**config.mk**
```make
export PLATFORM = sky130hd
export DESIGN_NAME = mps_intl_manager_flat
export DESIGN_NICKNAME = d
export VERILOG_FILES = /design/src/rtl/mps_intl_pkg.sv /design/src/rtl/mps_intl_manager_if.sv /design/src/rtl/mps_intl_debounce.sv /design/src/rtl/mps_intl_manager.sv /design/src/flat_wrapper.sv
export SDC_FILE = /design/constraint.sdc
export NUM_CORES = 2
export LEC_CHECK = 0
export BUFFER_PORTS_ARGS = -buffer_cell sky130_fd_sc_hd__buf_2
export CAP_MARGIN = 25
export CORE_MARGIN = 4
export CORE_UTILIZATION = 30
export CTS_CLUSTER_SIZE = 16
export DETAILED_ROUTE_END_ITERATION = 16
export PLACE_DENSITY = 0.54
export RECOVER_POWER = 25
export SYNTH_ARGS = -nofsm -noshare
export SYNTH_HDL_FRONTEND = slang
export SYNTH_SLANG_ARGS = --single-unit
```
**constraint.sdc**
```tcl
create_clock -name i_clk -period 3.6 [get_ports i_clk]
set_input_delay 0.18 -clock i_clk [delete_from_list [all_inputs] [get_ports i_clk]]
set_output_delay 0.18 -clock i_clk [all_outputs]
set_load 0.05 [all_outputs]
```
**src/rtl/mps_intl_pkg.sv**
```systemverilog
// Shared types and constants for the MPS interlock manager: FSM state encoding
// and the fixed fault-source index map.
package mps_intl_pkg;

  typedef enum logic [1:0] {
    ST_MON    = 2'd0,
    ST_PULSE  = 2'd1,
    ST_SETTLE = 2'd2,
    ST_CHECK  = 2'd3
  } state_e;

  localparam int unsigned SRC_ANA0 = 0;
  localparam int unsigned SRC_EXT0 = 17;
  localparam int unsigned SRC_EXT4 = 18;
  localparam int unsigned SRC_EXT5 = 19;
  localparam int unsigned SRC_EXT6 = 20;
  localparam int unsigned SRC_EXT7 = 21;
  localparam int unsigned SRC_EXT8 = 22;
  localparam int unsigned SRC_PWM0 = 23;
  localparam int unsigned SRC_PWM1 = 24;
  localparam int unsigned SRC_PWM2 = 25;
  localparam int unsigned SRC_PWM3 = 26;
  localparam int unsigned SRC_OC   = 27;

  function automatic int unsigned max_u(input int unsigned a, input int unsigned b);
    return (a > b) ? a : b;
  endfunction

endpackage

```
**src/rtl/mps_intl_manager_if.sv**
```systemverilog
// Register/status bundle between the AXI/I-O side and the interlock manager.
interface mps_intl_manager_if #(
  parameter int unsigned N_SRC = 28,
  parameter int unsigned DB_W  = 16
);
  logic [N_SRC-1:0] i_src;
  logic [N_SRC-1:0] i_mask;
  logic [DB_W-1:0]  i_db_len;
  logic             i_clr_req;
  logic             o_intl_flag;
  logic [N_SRC-1:0] o_intl_latch;
  logic [4:0]       o_first_idx;
  logic             o_first_vld;
  logic             o_intl_clr;
  logic             o_intl_OC_rst;
  logic             o_clr_busy;
  logic             o_clr_fail;
  logic [1:0]       o_state;

  modport master (
    output i_src, i_mask, i_db_len, i_clr_req,
    input  o_intl_flag, o_intl_latch, o_first_idx, o_first_vld,
           o_intl_clr, o_intl_OC_rst, o_clr_busy, o_clr_fail, o_state
  );

  modport slave (
    input  i_src, i_mask, i_db_len, i_clr_req,
    output o_intl_flag, o_intl_latch, o_first_idx, o_first_vld,
           o_intl_clr, o_intl_OC_rst, o_clr_busy, o_clr_fail, o_state
  );
endinterface

```
**src/rtl/mps_intl_debounce.sv**
```systemverilog
// One fault source: 2-FF synchroniser, saturating high-time counter and
// qualification against the shared debounce length.
module mps_intl_debounce #(
  parameter int unsigned DB_W = 16
) (
  input  logic            i_clk,
  input  logic            i_rst,
  input  logic            i_src,
  input  logic [DB_W-1:0] i_db_len,
  output logic            o_s_src,
  output logic            o_qual
);

  logic            sync1_q, sync2_q;
  logic [DB_W-1:0] cnt_q, cnt_d;

  always_comb begin
    cnt_d = cnt_q;
    if (!sync2_q)
      cnt_d = '0;
    else if (cnt_q != '1)
      cnt_d = cnt_q + DB_W'(1);
  end

  always_ff @(posedge i_clk or negedge i_rst) begin
    if (!i_rst) begin
      sync1_q <= 1'b0;
      sync2_q <= 1'b0;
      cnt_q   <= '0;
    end else begin
      sync1_q <= i_src;
      sync2_q <= sync1_q;
      cnt_q   <= cnt_d;
    end
  end

  // Compared live so a new i_db_len applies to counts already in progress.
  assign o_s_src = sync2_q;
  assign o_qual  = sync2_q && (cnt_q >= i_db_len);

endmodule

```
**src/rtl/mps_intl_manager.sv**
```systemverilog
// Interlock manager: latches debounced, masked faults, records the first one
// and runs the pulse / settle / verify clear sequence.
module mps_intl_manager
  import mps_intl_pkg::*;
#(
  parameter int unsigned N_SRC     = 28,
  parameter int unsigned DB_W      = 16,
  parameter int unsigned CLR_PULSE = 200,
  parameter int unsigned SETTLE    = 2000
) (
  input  logic              i_clk,
  input  logic              i_rst,
  mps_intl_manager_if.slave intl
);

  localparam int unsigned TMR_W = $clog2(max_u(CLR_PULSE, SETTLE));

  logic [N_SRC-1:0] s_src, qual, new_flt;
  logic [4:0]       first_idx_c;

  state_e           state_q;
  logic [TMR_W-1:0] tmr_q;
  logic [N_SRC-1:0] latch_q;
  logic [4:0]       first_idx_q;
  logic             first_vld_q, flag_q, pulse_q, busy_q, fail_q;

  for (genvar g = 0; g < N_SRC; g++) begin : g_db
    mps_intl_debounce #(.DB_W(DB_W)) u_db (
      .i_clk    (i_clk),
      .i_rst    (i_rst),
      .i_src    (intl.i_src[g]),
      .i_db_len (intl.i_db_len),
      .o_s_src  (s_src[g]),
      .o_qual   (qual[g])
    );
  end

  assign new_flt = qual & intl.i_mask;

  // Descending scan so the lowest simultaneous index is the one left standing.
  always_comb begin
    first_idx_c = '0;
    for (int unsigned i = N_SRC; i > 0; i--)
      if (new_flt[i-1]) first_idx_c = 5'(i - 1);
  end

  always_ff @(posedge i_clk or negedge i_rst) begin
    if (!i_rst) begin
      state_q     <= ST_MON;
      tmr_q       <= '0;
      latch_q     <= '0;
      first_idx_q <= '0;
      first_vld_q <= 1'b0;
      flag_q      <= 1'b0;
      pulse_q     <= 1'b0;
      busy_q      <= 1'b0;
      fail_q      <= 1'b0;
    end else begin
      flag_q <= |latch_q;
      case (state_q)
        ST_MON: begin
          latch_q <= latch_q | new_flt;
          if (!first_vld_q && (|new_flt)) begin
            first_vld_q <= 1'b1;
            first_idx_q <= first_idx_c;
          end
          if (intl.i_clr_req) begin
            state_q <= ST_PULSE;
            tmr_q   <= TMR_W'(CLR_PULSE - 1);
            pulse_q <= 1'b1;
            busy_q  <= 1'b1;
            fail_q  <= 1'b0;
          end
        end
        ST_PULSE: begin
          if (tmr_q == '0) begin
            state_q <= ST_SETTLE;
            tmr_q   <= TMR_W'(SETTLE - 1);
            pulse_q <= 1'b0;
          end else begin
            tmr_q <= tmr_q - TMR_W'(1);
          end
        end
        ST_SETTLE: begin
          if (tmr_q == '0)
            state_q <= ST_CHECK;
          else
            tmr_q <= tmr_q - TMR_W'(1);
        end
        ST_CHECK: begin
          state_q <= ST_MON;
          busy_q  <= 1'b0;
          // Verify on the synchronised raw sources, not the debounced ones.
          if (|(s_src & intl.i_mask)) begin
            fail_q <= 1'b1;
          end else begin
            latch_q     <= '0;
            first_vld_q <= 1'b0;
            first_idx_q <= '0;
            flag_q      <= 1'b0;
          end
        end
        default: state_q <= ST_MON;
      endcase
    end
  end

  assign intl.o_intl_flag   = flag_q;
  assign intl.o_intl_latch  = latch_q;
  assign intl.o_first_idx   = first_idx_q;
  assign intl.o_first_vld   = first_vld_q;
  assign intl.o_intl_clr    = pulse_q;
  assign intl.o_intl_OC_rst = pulse_q;
  assign intl.o_clr_busy    = busy_q;
  assign intl.o_clr_fail    = fail_q;
  assign intl.o_state       = state_q;

endmodule

```
**src/flat_wrapper.sv**
```systemverilog
// flat-port wrapper written by rule: the top's interface ports become plain ports
module mps_intl_manager_flat import mps_intl_pkg::*;
#(
  parameter int unsigned N_SRC     = 28,
  parameter int unsigned DB_W      = 16,
  parameter int unsigned CLR_PULSE = 200,
  parameter int unsigned SETTLE    = 2000
)
  (i_clk, i_rst, intl_i_src, intl_i_mask, intl_i_db_len, intl_i_clr_req, intl_o_intl_flag, intl_o_intl_latch, intl_o_first_idx, intl_o_first_vld, intl_o_intl_clr, intl_o_intl_OC_rst, intl_o_clr_busy, intl_o_clr_fail, intl_o_state);
  mps_intl_manager_if #(.N_SRC(N_SRC), .DB_W(DB_W)) intl_i ();
  input  logic i_clk;
  input  logic i_rst;
  input wire logic [$bits(intl_i.i_src)-1:0] intl_i_src;
  input wire logic [$bits(intl_i.i_mask)-1:0] intl_i_mask;
  input wire logic [$bits(intl_i.i_db_len)-1:0] intl_i_db_len;
  input wire logic [$bits(intl_i.i_clr_req)-1:0] intl_i_clr_req;
  output wire logic [$bits(intl_i.o_intl_flag)-1:0] intl_o_intl_flag;
  output wire logic [$bits(intl_i.o_intl_latch)-1:0] intl_o_intl_latch;
  output wire logic [$bits(intl_i.o_first_idx)-1:0] intl_o_first_idx;
  output wire logic [$bits(intl_i.o_first_vld)-1:0] intl_o_first_vld;
  output wire logic [$bits(intl_i.o_intl_clr)-1:0] intl_o_intl_clr;
  output wire logic [$bits(intl_i.o_intl_OC_rst)-1:0] intl_o_intl_OC_rst;
  output wire logic [$bits(intl_i.o_clr_busy)-1:0] intl_o_clr_busy;
  output wire logic [$bits(intl_i.o_clr_fail)-1:0] intl_o_clr_fail;
  output wire logic [$bits(intl_i.o_state)-1:0] intl_o_state;
  assign intl_i.i_src = intl_i_src;
  assign intl_i.i_mask = intl_i_mask;
  assign intl_i.i_db_len = intl_i_db_len;
  assign intl_i.i_clr_req = intl_i_clr_req;
  assign intl_o_intl_flag = intl_i.o_intl_flag;
  assign intl_o_intl_latch = intl_i.o_intl_latch;
  assign intl_o_first_idx = intl_i.o_first_idx;
  assign intl_o_first_vld = intl_i.o_first_vld;
  assign intl_o_intl_clr = intl_i.o_intl_clr;
  assign intl_o_intl_OC_rst = intl_i.o_intl_OC_rst;
  assign intl_o_clr_busy = intl_i.o_clr_busy;
  assign intl_o_clr_fail = intl_i.o_clr_fail;
  assign intl_o_state = intl_i.o_state;
  mps_intl_manager #(.N_SRC(N_SRC), .DB_W(DB_W), .CLR_PULSE(CLR_PULSE), .SETTLE(SETTLE)) u_core (.i_clk(i_clk), .i_rst(i_rst), .intl(intl_i));
endmodule
```
==> results.sh <==
export IMPL_remaining_drc_errors=0
export IMPL_antenna_found_initial=1
export IMPL_tns_ps=0
export IMPL_synth_mux_area_share_pct=0.8495
export IMPL_cts_sinks=555
export IMPL_hp_class="in -> reg"
export IMPL_setup_violations=0
export IMPL_post_drt_via_cell_ratio=5.077
export IMPL_grt_max_degree=89
export IMPL_clock_latency_ps=630
export IMPL_synthArstFlopShare_pct=100.0
export IMPL_grt_util_all_layers_pct=17.23
export IMPL_seq_area_frac_synth_pct=39.29
export IMPL_n_fill_cell=11716
export IMPL_cp_max_fo=9
export IMPL_syn_num_nets=4282
export IMPL_slowest_stage="nor2_1"
export IMPL_portBuffers=115
export IMPL_fin_crit_sh_pct=95.05
export IMPL_overflow=0
export IMPL_dr_pass1_iters=7
export IMPL_crit_arrival_ps=3930
export IMPL_min_path_cells=5
export IMPL_total_power_mw=16.18
export IMPL_holdPathEnd="u_core.intl.o_intl_latch[3]"
export IMPL_power_density_nw_per_um2=391.0
export IMPL_placed_area_um2=38730
export IMPL_p_leak_nw=19.83
export IMPL_coreArea_um2=116500
export IMPL_cts_buffer_depth=3
export IMPL_r2r_slack_ps=180
export IMPL_relSlewSlack_pct=-85.52
export IMPL_rows=125
export IMPL_synth_top_family_by_area="simple AND/OR/NAND/NOR gates"
export IMPL_vias=28318
export IMPL_synth_top_area_share_pct=39.29
export IMPL_peakVddDrop_mv=0.3050
export IMPL_cts_buffers=70
export IMPL_stdcell_area_um2=41400
export IMPL_die_h_um=351.3
export IMPL_syn2layout_area_growth_pct=17.12
export IMPL_max_stage_delay_ps=460
export IMPL_multi_input_area_um2=20840
export IMPL_hp_start="intl_i_mask[3]"
export IMPL_startpoint_type="register"
export IMPL_io_pin_count=116
export IMPL_required_ps=4110
export IMPL_cts_root_buffer_cell="clkbuf_16"
export IMPL_criticalPathCategory="reg -> reg"
export IMPL_synth_compound_area_share_pct=11.29
export IMPL_cts_resized=0
export IMPL_drv_cap=1
export IMPL_drive_above_1_share_pct=9.129
export IMPL_reg2reg_to="u_core.intl.o_first_idx[0]"
export IMPL_endpoint_kind="register"
export IMPL_hold_viol=0
export IMPL_synth_edf_count=0
export IMPL_clk_pin_slew_ps=60
export IMPL_skew_ps=34.17
export IMPL_drtIter0Drc=1712
export IMPL_final_nets=4555
export IMPL_cts_tree="done"
export IMPL_routed_wl_um=106000
export IMPL_rr_worst_depth=11
export IMPL_crit_chain="ha_1, a21oi_1, nand2_1, a2111oi_0, a21oi_1, nor2_1, nand3_1, nor4_4, a31oi_4, nor4b_1, o2bb2ai_1"
export IMPL_grt_pass1_wl_um=165900
export IMPL_syn_inst=3726
export IMPL_regArea_um2=13890
export IMPL_netlist_area_um2=35350
export IMPL_syn_area_per_cell_um2=9.487
export IMPL_final_util_pct=35.53
export IMPL_dp_hpwl_um=77960
export IMPL_yosys_area_top_type="dfrtp_1"
export IMPL_synth_xor_area_share_pct=7.780
export IMPL_violations="capacitance limit, slew limit"
export IMPL_finalCriticalPeriod_ps=3422
export IMPL_rsz0062_at_grt="false"
export IMPL_wl_per_cell_um=19.01
export IMPL_postRouteAntennaNets=0
export IMPL_worst_pin_slew_ps=2783
export IMPL_ys_flop_type="dfrtp_1"
export IMPL_rr_startpoint="u_core.g_db[20].u_db.cnt_q[10]"
export IMPL_htree_levels=3
export IMPL_die_area_um2=123400
export IMPL_slew_viol_final=84
export IMPL_ys_warn_count=0
export IMPL_status="finished with violations"
export IMPL_fmax_mhz=292.3
export IMPL_synth_area_leaders="dfrtp_1, ha_1, nor2_1, xnor2_1, xor2_1"
export IMPL_die_w_um=351.3
export IMPL_routabilityCongestion=0.8895
export IMPL_cpMostUsedCell="a21oi_1"
export IMPL_synth_distinct_cells=78
export IMPL_synthAdderAreaFrac_pct=17.03
export IMPL_grt_pass1_vias=27673
export IMPL_synthSimpleGateAreaFrac_pct=21.99
export IMPL_initial_utilization_pct=30.34
export IMPL_synth_seq_cells=555
## what timing repair did
item,in CTS,in global routing
endpoints found under the hold margin,105,0
hold buffers,30,0
buffers inserted,0,0
## per-layer routing
metal | routed length (um) | track usage (%) | share of wire (%) | vias to the layer above
met2 | 47840 | 27.73 | 45 | 532
li1 | - | - | - | 13996
met3 | 5412 | 2.843 | 5.1 | 122
met1 | 50380 | 24.09 | 48 | 13668
met5 | 0 | 0 | 0 | -
met4 | 2377 | 4.387 | 2.2 | 0
## report_power, final
| part | total [mW] | internal (mW) | switching (mW) |
|---|---|---|---|
| logic | 2.15 | 0.713 | 1.44 |
| clock network | 7.41 | 4.47 | 2.94 |
| registers | 6.62 | 6.42 | 0.202 |
## synthesized netlist by cell type (all sizes together) (32+ instances only)
cell type	number
and4	42
a21o	38
nand3	217
inv	120
nor2b	36
xor2	151
o21ai	146
nand2	302
clkbuf	44
nand4	122
xnor2	163
and3	49
and2	134
nor3	73
a31oi	32
nor2	424
or3	57
ha	481
dfrtp	555
a21oi	220
## final cells by class
class,instances,share of cell area [%]
Antenna cell,1,0.006045
Clock buffer,98,4.929
Clock inverter,28,0.8493
Inverter,120,1.088
Multi-Input combinational cell,3005,50.33
Sequential cell,555,33.55
Tap cell,1524,4.606
Timing Repair Buffer,247,4.642
## cells by family (layout without fill, tap and decap cells)
group,Yosys count,count (layout)
AND/OR/NAND/NOR,1550,1550
AO/OA/AOI/OAI,631,631
flip-flops,555,555
adder cells (fa/ha/maj),481,481
XOR/XNOR,314,314
buffers and inverters,166,493
multiplexers,29,29
other,0,1
## flip-flops by register name (all words and copies together) (netlist names), 2 cells and up
register / count
u_core.tmr_q: 11
u_core.g_db.u_db.cnt_q: 448
u_core.g_db.u_db.sync1_q: 28
u_core.intl.o_intl_latch: 28
u_core.intl.o_first_idx: 5
u_core.intl.o_state: 2
u_core.g_db.u_db.o_s_src: 28
## critical path: cells and delay by family, from the launching register on
family          cells  cell delay, ps
compound gates      5            1170
flops               1             430
fa+ha+maj           1             330
simple gates        5            1380
## through the flow
stage,hold slack [ps],cells,setup slack [ps]
final,112.5,5578,178.3
after CTS,65.69,5577,230.5
after floorplan,-115.6,3726,297.2
after global routing,165.4,5577,3.439
after detailed placement,274.7,5421,86.30
after global placement,289.1,5421,39.28
## worst max path at each step
stage                                    from                         end  slack (ps)  cells after the start
4_1_cts        u_core.g_db[20].u_db.cnt_q[10]  u_core.intl.o_first_idx[0]         230                     11
3_5_place_dp                intl_i_db_len[10]  u_core.intl.o_first_idx[0]          90                     13
5_1_grt        u_core.g_db[20].u_db.cnt_q[10]  u_core.intl.o_first_idx[0]           3                     11
3_3_place_gp                intl_i_db_len[10]  u_core.intl.o_first_idx[0]          40                     13
2_1_floorplan                intl_i_db_len[5]  u_core.intl.o_first_idx[3]         300                     11
6_report       u_core.g_db[20].u_db.cnt_q[10]  u_core.intl.o_first_idx[0]         180                     11
## cells in the final DEF (no fill, tap or decap), types with 23 or more instances in the layout
cell type        n
nand3_1        217
a31oi_1         31
buf_4           72
nand2b_1        27
a211oi_1        28
and3_1          49
clkbuf_16       73
o21ai_0        142
nand4_1        121
o21a_1          23
dfrtp_1        555
nor2_1         424
ha_1           481
buf_2          110
and2_1         134
buf_12          24
and4_1          42
o211ai_1        24
dlygate4sd3_1   30
nor2b_1         36
or3_1           57
mux2i_1         27
xor2_1         151
nor3_1          71
xnor2_1        163
inv_1          105
a21oi_1        217
nand2_1        302
a21o_1          38
(Power assumes the default switching activity.)
